## src/rtl/mac_seq_multiplier_if.sv

```systemverilog
// Handshake and data bus between the MAC controller (master) and the
// sequential multiplier (slave).
interface mac_seq_multiplier_if #(
  parameter int unsigned WIDTH = 8
);
  localparam int unsigned PW = 2 * WIDTH;

  logic          clr_n;
  logic          load_mult;
  logic          begin_mult;
  logic [WIDTH-1:0] a_in;
  logic [WIDTH-1:0] b_in;
  logic          end_mult;
  logic          busy;
  logic          err;
  logic [PW-1:0] product;

  modport master (
    output clr_n, load_mult, begin_mult, a_in, b_in,
    input  end_mult, busy, err, product
  );

  modport slave (
    input  clr_n, load_mult, begin_mult, a_in, b_in,
    output end_mult, busy, err, product
  );
endinterface

```

## src/rtl/mac_seq_multiplier.sv

```systemverilog
// Shift-add multiplier, one partial product per clock, WIDTH cycles per multiply.
// Define MAC_SIGNED_MULT_EN for two's-complement operands and signed product.
module mac_seq_multiplier #(
  parameter int unsigned WIDTH = 8
) (
  input  logic                  clk,
  input  logic                  rst_n,
  mac_seq_multiplier_if.slave   bus
);
  localparam int unsigned PW = 2 * WIDTH;
  localparam int unsigned CW = $clog2(WIDTH);

  typedef enum logic [1:0] {IDLE, LOADED, BUSY, DONE} state_t;

  state_t           r_state, w_nx_state;
  logic [WIDTH-1:0] r_a, w_nx_a;
  logic [WIDTH-1:0] r_b, w_nx_b;
  logic [PW-1:0]    r_p, w_nx_p;
  logic [CW-1:0]    r_cnt, w_nx_cnt;
  logic             r_end, w_nx_end;
  logic             r_err, w_nx_err;
  logic             r_busy;
  logic             w_last;
  logic [WIDTH:0]   w_addend;
  logic [WIDTH:0]   w_sum;

  assign w_last = (r_cnt == CW'(WIDTH - 1));

  // One iteration of the partial-product accumulation, WIDTH+1 bits wide
  always_comb begin
    w_addend = '0;
    w_sum    = '0;
`ifdef MAC_SIGNED_MULT_EN
    if (r_p[0]) w_addend = {r_a[WIDTH-1], r_a};
    if (w_last) w_sum = {r_p[PW-1], r_p[PW-1:WIDTH]} - w_addend;
    else        w_sum = {r_p[PW-1], r_p[PW-1:WIDTH]} + w_addend;
`else
    if (r_p[0]) w_addend = {1'b0, r_a};
    w_sum = {1'b0, r_p[PW-1:WIDTH]} + w_addend;
`endif
  end

  always_ff @(posedge clk or negedge rst_n) begin
    if (!rst_n) begin
      r_state <= IDLE;
      r_a     <= '0;
      r_b     <= '0;
      r_p     <= '0;
      r_cnt   <= '0;
      r_end   <= 1'b0;
      r_err   <= 1'b0;
      r_busy  <= 1'b0;
    end else begin
      r_state <= w_nx_state;
      r_a     <= w_nx_a;
      r_b     <= w_nx_b;
      r_p     <= w_nx_p;
      r_cnt   <= w_nx_cnt;
      r_end   <= w_nx_end;
      r_err   <= w_nx_err;
      r_busy  <= (w_nx_state == BUSY);
    end
  end

  // Load wins over begin; a begin that cannot be honoured flags err
  always_comb begin
    w_nx_state = r_state;
    w_nx_a     = r_a;
    w_nx_b     = r_b;
    w_nx_p     = r_p;
    w_nx_cnt   = r_cnt;
    w_nx_end   = r_end;
    w_nx_err   = 1'b0;

    if (!bus.clr_n) begin
      w_nx_state = IDLE;
      w_nx_a     = '0;
      w_nx_b     = '0;
      w_nx_p     = '0;
      w_nx_cnt   = '0;
      w_nx_end   = 1'b0;
    end else begin
      case (r_state)
        IDLE, LOADED, DONE: begin
          if (bus.load_mult) begin
            w_nx_a     = bus.a_in;
            w_nx_b     = bus.b_in;
            w_nx_p     = '0;
            w_nx_end   = 1'b0;
            w_nx_state = LOADED;
            w_nx_err   = bus.begin_mult;
          end else if (bus.begin_mult) begin
            if (r_state == IDLE) begin
              w_nx_err = 1'b1;
            end else begin
              w_nx_p     = {{WIDTH{1'b0}}, r_b};
              w_nx_cnt   = '0;
              w_nx_end   = 1'b0;
              w_nx_state = BUSY;
            end
          end
        end
        BUSY: begin
          w_nx_p   = {w_sum, r_p[WIDTH-1:1]};
          w_nx_cnt = r_cnt + CW'(1);
          w_nx_err = bus.load_mult | bus.begin_mult;
          if (w_last) begin
            w_nx_state = DONE;
            w_nx_end   = 1'b1;
          end
        end
        default: w_nx_state = IDLE;
      endcase
    end
  end

  assign bus.end_mult = r_end;
  assign bus.busy     = r_busy;
  assign bus.err      = r_err;
  assign bus.product  = r_p;

endmodule

```

## src/flat_wrapper.sv

```systemverilog
// flat-port wrapper written by rule: the top's interface ports become plain ports
module mac_seq_multiplier_flat 
#(
  parameter int unsigned WIDTH = 8
)
  (clk, rst_n, bus_clr_n, bus_load_mult, bus_begin_mult, bus_a_in, bus_b_in, bus_end_mult, bus_busy, bus_err, bus_product);
  mac_seq_multiplier_if #(.WIDTH(WIDTH)) bus_i ();
  input  logic clk;
  input  logic rst_n;
  input wire logic [$bits(bus_i.clr_n)-1:0] bus_clr_n;
  input wire logic [$bits(bus_i.load_mult)-1:0] bus_load_mult;
  input wire logic [$bits(bus_i.begin_mult)-1:0] bus_begin_mult;
  input wire logic [$bits(bus_i.a_in)-1:0] bus_a_in;
  input wire logic [$bits(bus_i.b_in)-1:0] bus_b_in;
  output wire logic [$bits(bus_i.end_mult)-1:0] bus_end_mult;
  output wire logic [$bits(bus_i.busy)-1:0] bus_busy;
  output wire logic [$bits(bus_i.err)-1:0] bus_err;
  output wire logic [$bits(bus_i.product)-1:0] bus_product;
  assign bus_i.clr_n = bus_clr_n;
  assign bus_i.load_mult = bus_load_mult;
  assign bus_i.begin_mult = bus_begin_mult;
  assign bus_i.a_in = bus_a_in;
  assign bus_i.b_in = bus_b_in;
  assign bus_end_mult = bus_i.end_mult;
  assign bus_busy = bus_i.busy;
  assign bus_err = bus_i.err;
  assign bus_product = bus_i.product;
  mac_seq_multiplier #(.WIDTH(WIDTH)) u_core (.clk(clk), .rst_n(rst_n), .bus(bus_i));
endmodule
```

## config.mk

```make
export PLATFORM = sky130hd
export DESIGN_NAME = mac_seq_multiplier_flat
export DESIGN_NICKNAME = d
export VERILOG_FILES = /design/src/rtl/mac_seq_multiplier_if.sv /design/src/rtl/mac_seq_multiplier.sv /design/src/flat_wrapper.sv
export SDC_FILE = /design/constraint.sdc
export NUM_CORES = 1
export LEC_CHECK = 0
export ABC_AREA = 1
export ABC_CLOCK_PERIOD_IN_PS = 2750
export BUFFER_PORTS_ARGS = -buffer_cell sky130_fd_sc_hd__clkbuf_2
export CORE_UTILIZATION = 55
export DETAILED_ROUTE_END_ITERATION = 8
export PLACE_DENSITY = 0.79
export SLEW_MARGIN = 20
export SYNTH_ARGS = -nofsm -noshare
export SYNTH_HDL_FRONTEND = slang
export SYNTH_SLANG_ARGS = --single-unit
```

## constraint.sdc

```tcl
create_clock -name clk -period 2.75 [get_ports clk]
set_clock_uncertainty 0.05 [all_clocks]
set_input_delay 0.1375 -clock clk [delete_from_list [all_inputs] [get_ports clk]]
set_output_delay 0.1375 -clock clk [all_outputs]
set_load 0.01 [all_outputs]
```

==> run metrics <==
number of flops mapped to enable cells by yosys=0; Die Y=between 60 and 70 µm; initial core utilization=approximately three fifths; area grow syn2layout=16.05%; Netlist cell types=28; number of CTS-inserted buffers=5; postcts setup bufs=0; Synth Warn #=0; # IOs=40; WL final=approximately 4200 µm; CTS Buffer Depth=2; CTS tree=built; CP Class=reg -> reg; Post-DRT Antenna Nets=0; Inserted Diodes=0; layout cells sized above 1=20.26%; WL/cell=11.82 µm; CP Data Required Time=slightly below 3000 ps; area fraction of the dominant cell type after synthesis=46.70%; buffer and inverter count on the worst path=1; WP data arrival=slightly above 2000 ps; GRT Total Usage=roughly a quarter; Worst path slowest cell=dfrtp_1; post-DP HPWL=between 3000 and 4000 µm; synthesized area=approximately 2100 µm²; setup violators final=0; Max Transition Viols Final=0; RSZ-0062 raised after global routing=false; Pre-Repair DR Iteration Count=4; Cell Chain, Critical Path=nand2_1 -> inv_1 -> ha_1 -> fa_1 -> nand2_1 -> nand3_1 -> nand3_1 -> nand3_1 -> nand3_1 -> nand2_1; initial antenna violation count=0; max incr delay on CP=480 ps; H-tree levels=2; max_cap viols=0; Final Hold Fails=0; worst vdd ir=between 0.3 and 0.4 mV; Leakage=between 1 and 1.5 nW; PD cells=450.5 nW/µm²; die area=4151 µm²; fraction of registers with async set/reset=100.0%; overall power=0.001121 W; Via density=5.020; Worst-Skew Late Latency=approximately 300 ps; number of core rows=22; Syn Nets=297; Setup TNS=0 ps; clock-pin slew on the worst setup and hold paths=80 ps; number of synthesized register bits=40; worst relative slew slack=~69%; Core ar.=roughly 3700 µm²; Min-Delay Path Class=in -> reg; sequential area share after synthesis=between 40% and 50%; die width=64.43 µm; first-pass GRT wire length=approximately 7300 µm; Tmin final=~1900 ps; Tcrit/Tclk final=70.35%; Layout Nets=between 300 and 400; largest cells by area after synthesis=dfrtp_1 47%, nand2_1 15%, nand3_1 7.9%, ha_1 5.8%, o21ai_0 5.1%; starting DRC count in detailed routing=132; vias in the first global route=approximately 1,600; Synth area leader=dfrtp_1; top post-synthesis cells by count=86 x nand2_1, 40 x dfrtp_1, 34 x nand3_1; most frequent CP cell=nand3_1; syn avg cell area=~8.1 µm²; clock sink count=40; gp weighted congestion=between 0.8 and 0.9; Post-Synthesis Cells=approximately 270; Post-synth top flop=dfrtp_1; vias=about 1,800; CP Capture Type=register; FMAX=about 520 MHz; grt total ovfl=0; largest net degree at the start of global routing=41; Worst-Margin Slew=461.0 ps; outcome=complete, no violations; CTS Root Cell=clkbuf_8; CP max FO=10; residual DRC count=0; PortBufs=39; most common cell in the netlist=nand2_1; startpoint types=register; crit-path leading delay family=simple AND/OR/NAND/NOR gates
final timing paths:
path | start | endpoint | slack (ps) | cells after the start
worst max-delay path | u_core.bus.product[0] | u_core.bus.product[13] | 820 | 10
worst min-delay path | bus_b_in[2] | u_core.r_b[2] | 10 | 3
worst max register to register | u_core.bus.product[0] | u_core.bus.product[13] | 820 | 10
worst min register to register | u_core.r_b[7] | u_core.bus.product[7] | 440 | 2
max in group asynchronous | rst_n | u_core.r_a[5] | 1920 | 3
min in group asynchronous | rst_n | u_core.bus.end_mult | 250 | 2
through the flow:
step           setup slack (ps)  utilization [%]  hold WS (ps)  instance area [µm²]  instances
2_1_floorplan             896.4                -        -208.1                 2143        265
3_3_place_gp              893.1            63.81         290.7                 2354        344
3_5_place_dp              857.4            63.81         292.3                 2354        344
4_1_cts                   823.5            66.69         4.339                 2460        353
5_1_grt                   676.3            67.44         15.01                 2487        354
6_report                  815.5            67.44         10.80                 2487        354
tightest hold or removal path, cell delays in order:
cell and delay (ps):
clkbuf_2 80, nand3_1 60, nand2_1 50
sequential cells by signal, indices dropped and copies added, names as in the netlist:
register,count
u_core.bus.busy,1
u_core.r_state,2
u_core.r_cnt,3
u_core.r_a,8
u_core.r_b,8
u_core.bus.product,16
u_core.bus.err,1
u_core.bus.end_mult,1
cells in the final DEF (no fill, tap or decap), drive strengths merged, types with 2 or more instances in the layout:
cell type  synthesis  final
nand2             90     90
clkbuf             2     45
dfrtp             40     40
nand3             36     36
inv               29     30
o21ai             24     24
nor2              13     13
ha                10     10
a21oi              6      6
nand3b             2      2
buf                7      2
routing by layer:
| layer | wire length (µm) | vias up | share of wire [%] | track usage (%) |
|---|---|---|---|---|
| met3 | 173 | 8 | 4.1 | 4.401 |
| met4 | 82 | 0 | 2.0 | 10.00 |
| met5 | 0 | - | 0 | 0 |
| li1 | - | 928 | - | - |
| met2 | 1777 | 48 | 42 | 33.16 |
| met1 | 2149 | 793 | 51 | 34.70 |
cell type report:
type / count / area [µm²]
Clock buffer: 6 / 82.58
Clock inverter: 2 / 13.76
Fill cell: 328 / 1201
Inverter: 29 / 108.9
Multi-Input combinational cell: 187 / 980.9
Sequential cell: 40 / 1001
Tap cell: 48 / 60.06
Timing Repair Buffer: 42 / 240.2
cells by family after synthesis:
| family | Yosys count | share of synthesized area (%) |
|---|---|---|
| adder cells (fa/ha/maj) | 11 | 6.772 |
| AO/OA/AOI/OAI | 32 | 7.765 |
| buffers and inverters | 38 | 7.530 |
| AND/OR/NAND/NOR | 143 | 30.76 |
| multiplexers | 1 | 0.4670 |
| flip-flops | 40 | 46.70 |
where the power goes:
group	internal (W)	switching [W]	total [W]
Sequential	0.000606	0.0000100	0.000616
Combinational	0.0000324	0.0000575	0.0000899
Clock	0.000205	0.000210	0.000415
Total	0.000843	0.000277	0.00112
what timing repair did:
item / CTS / global route
hold buffers: 1 / 0
resized for setup: 0 / 0
hold endpoints to repair: 40 / 0
Power figures use the tool's default switching activity.
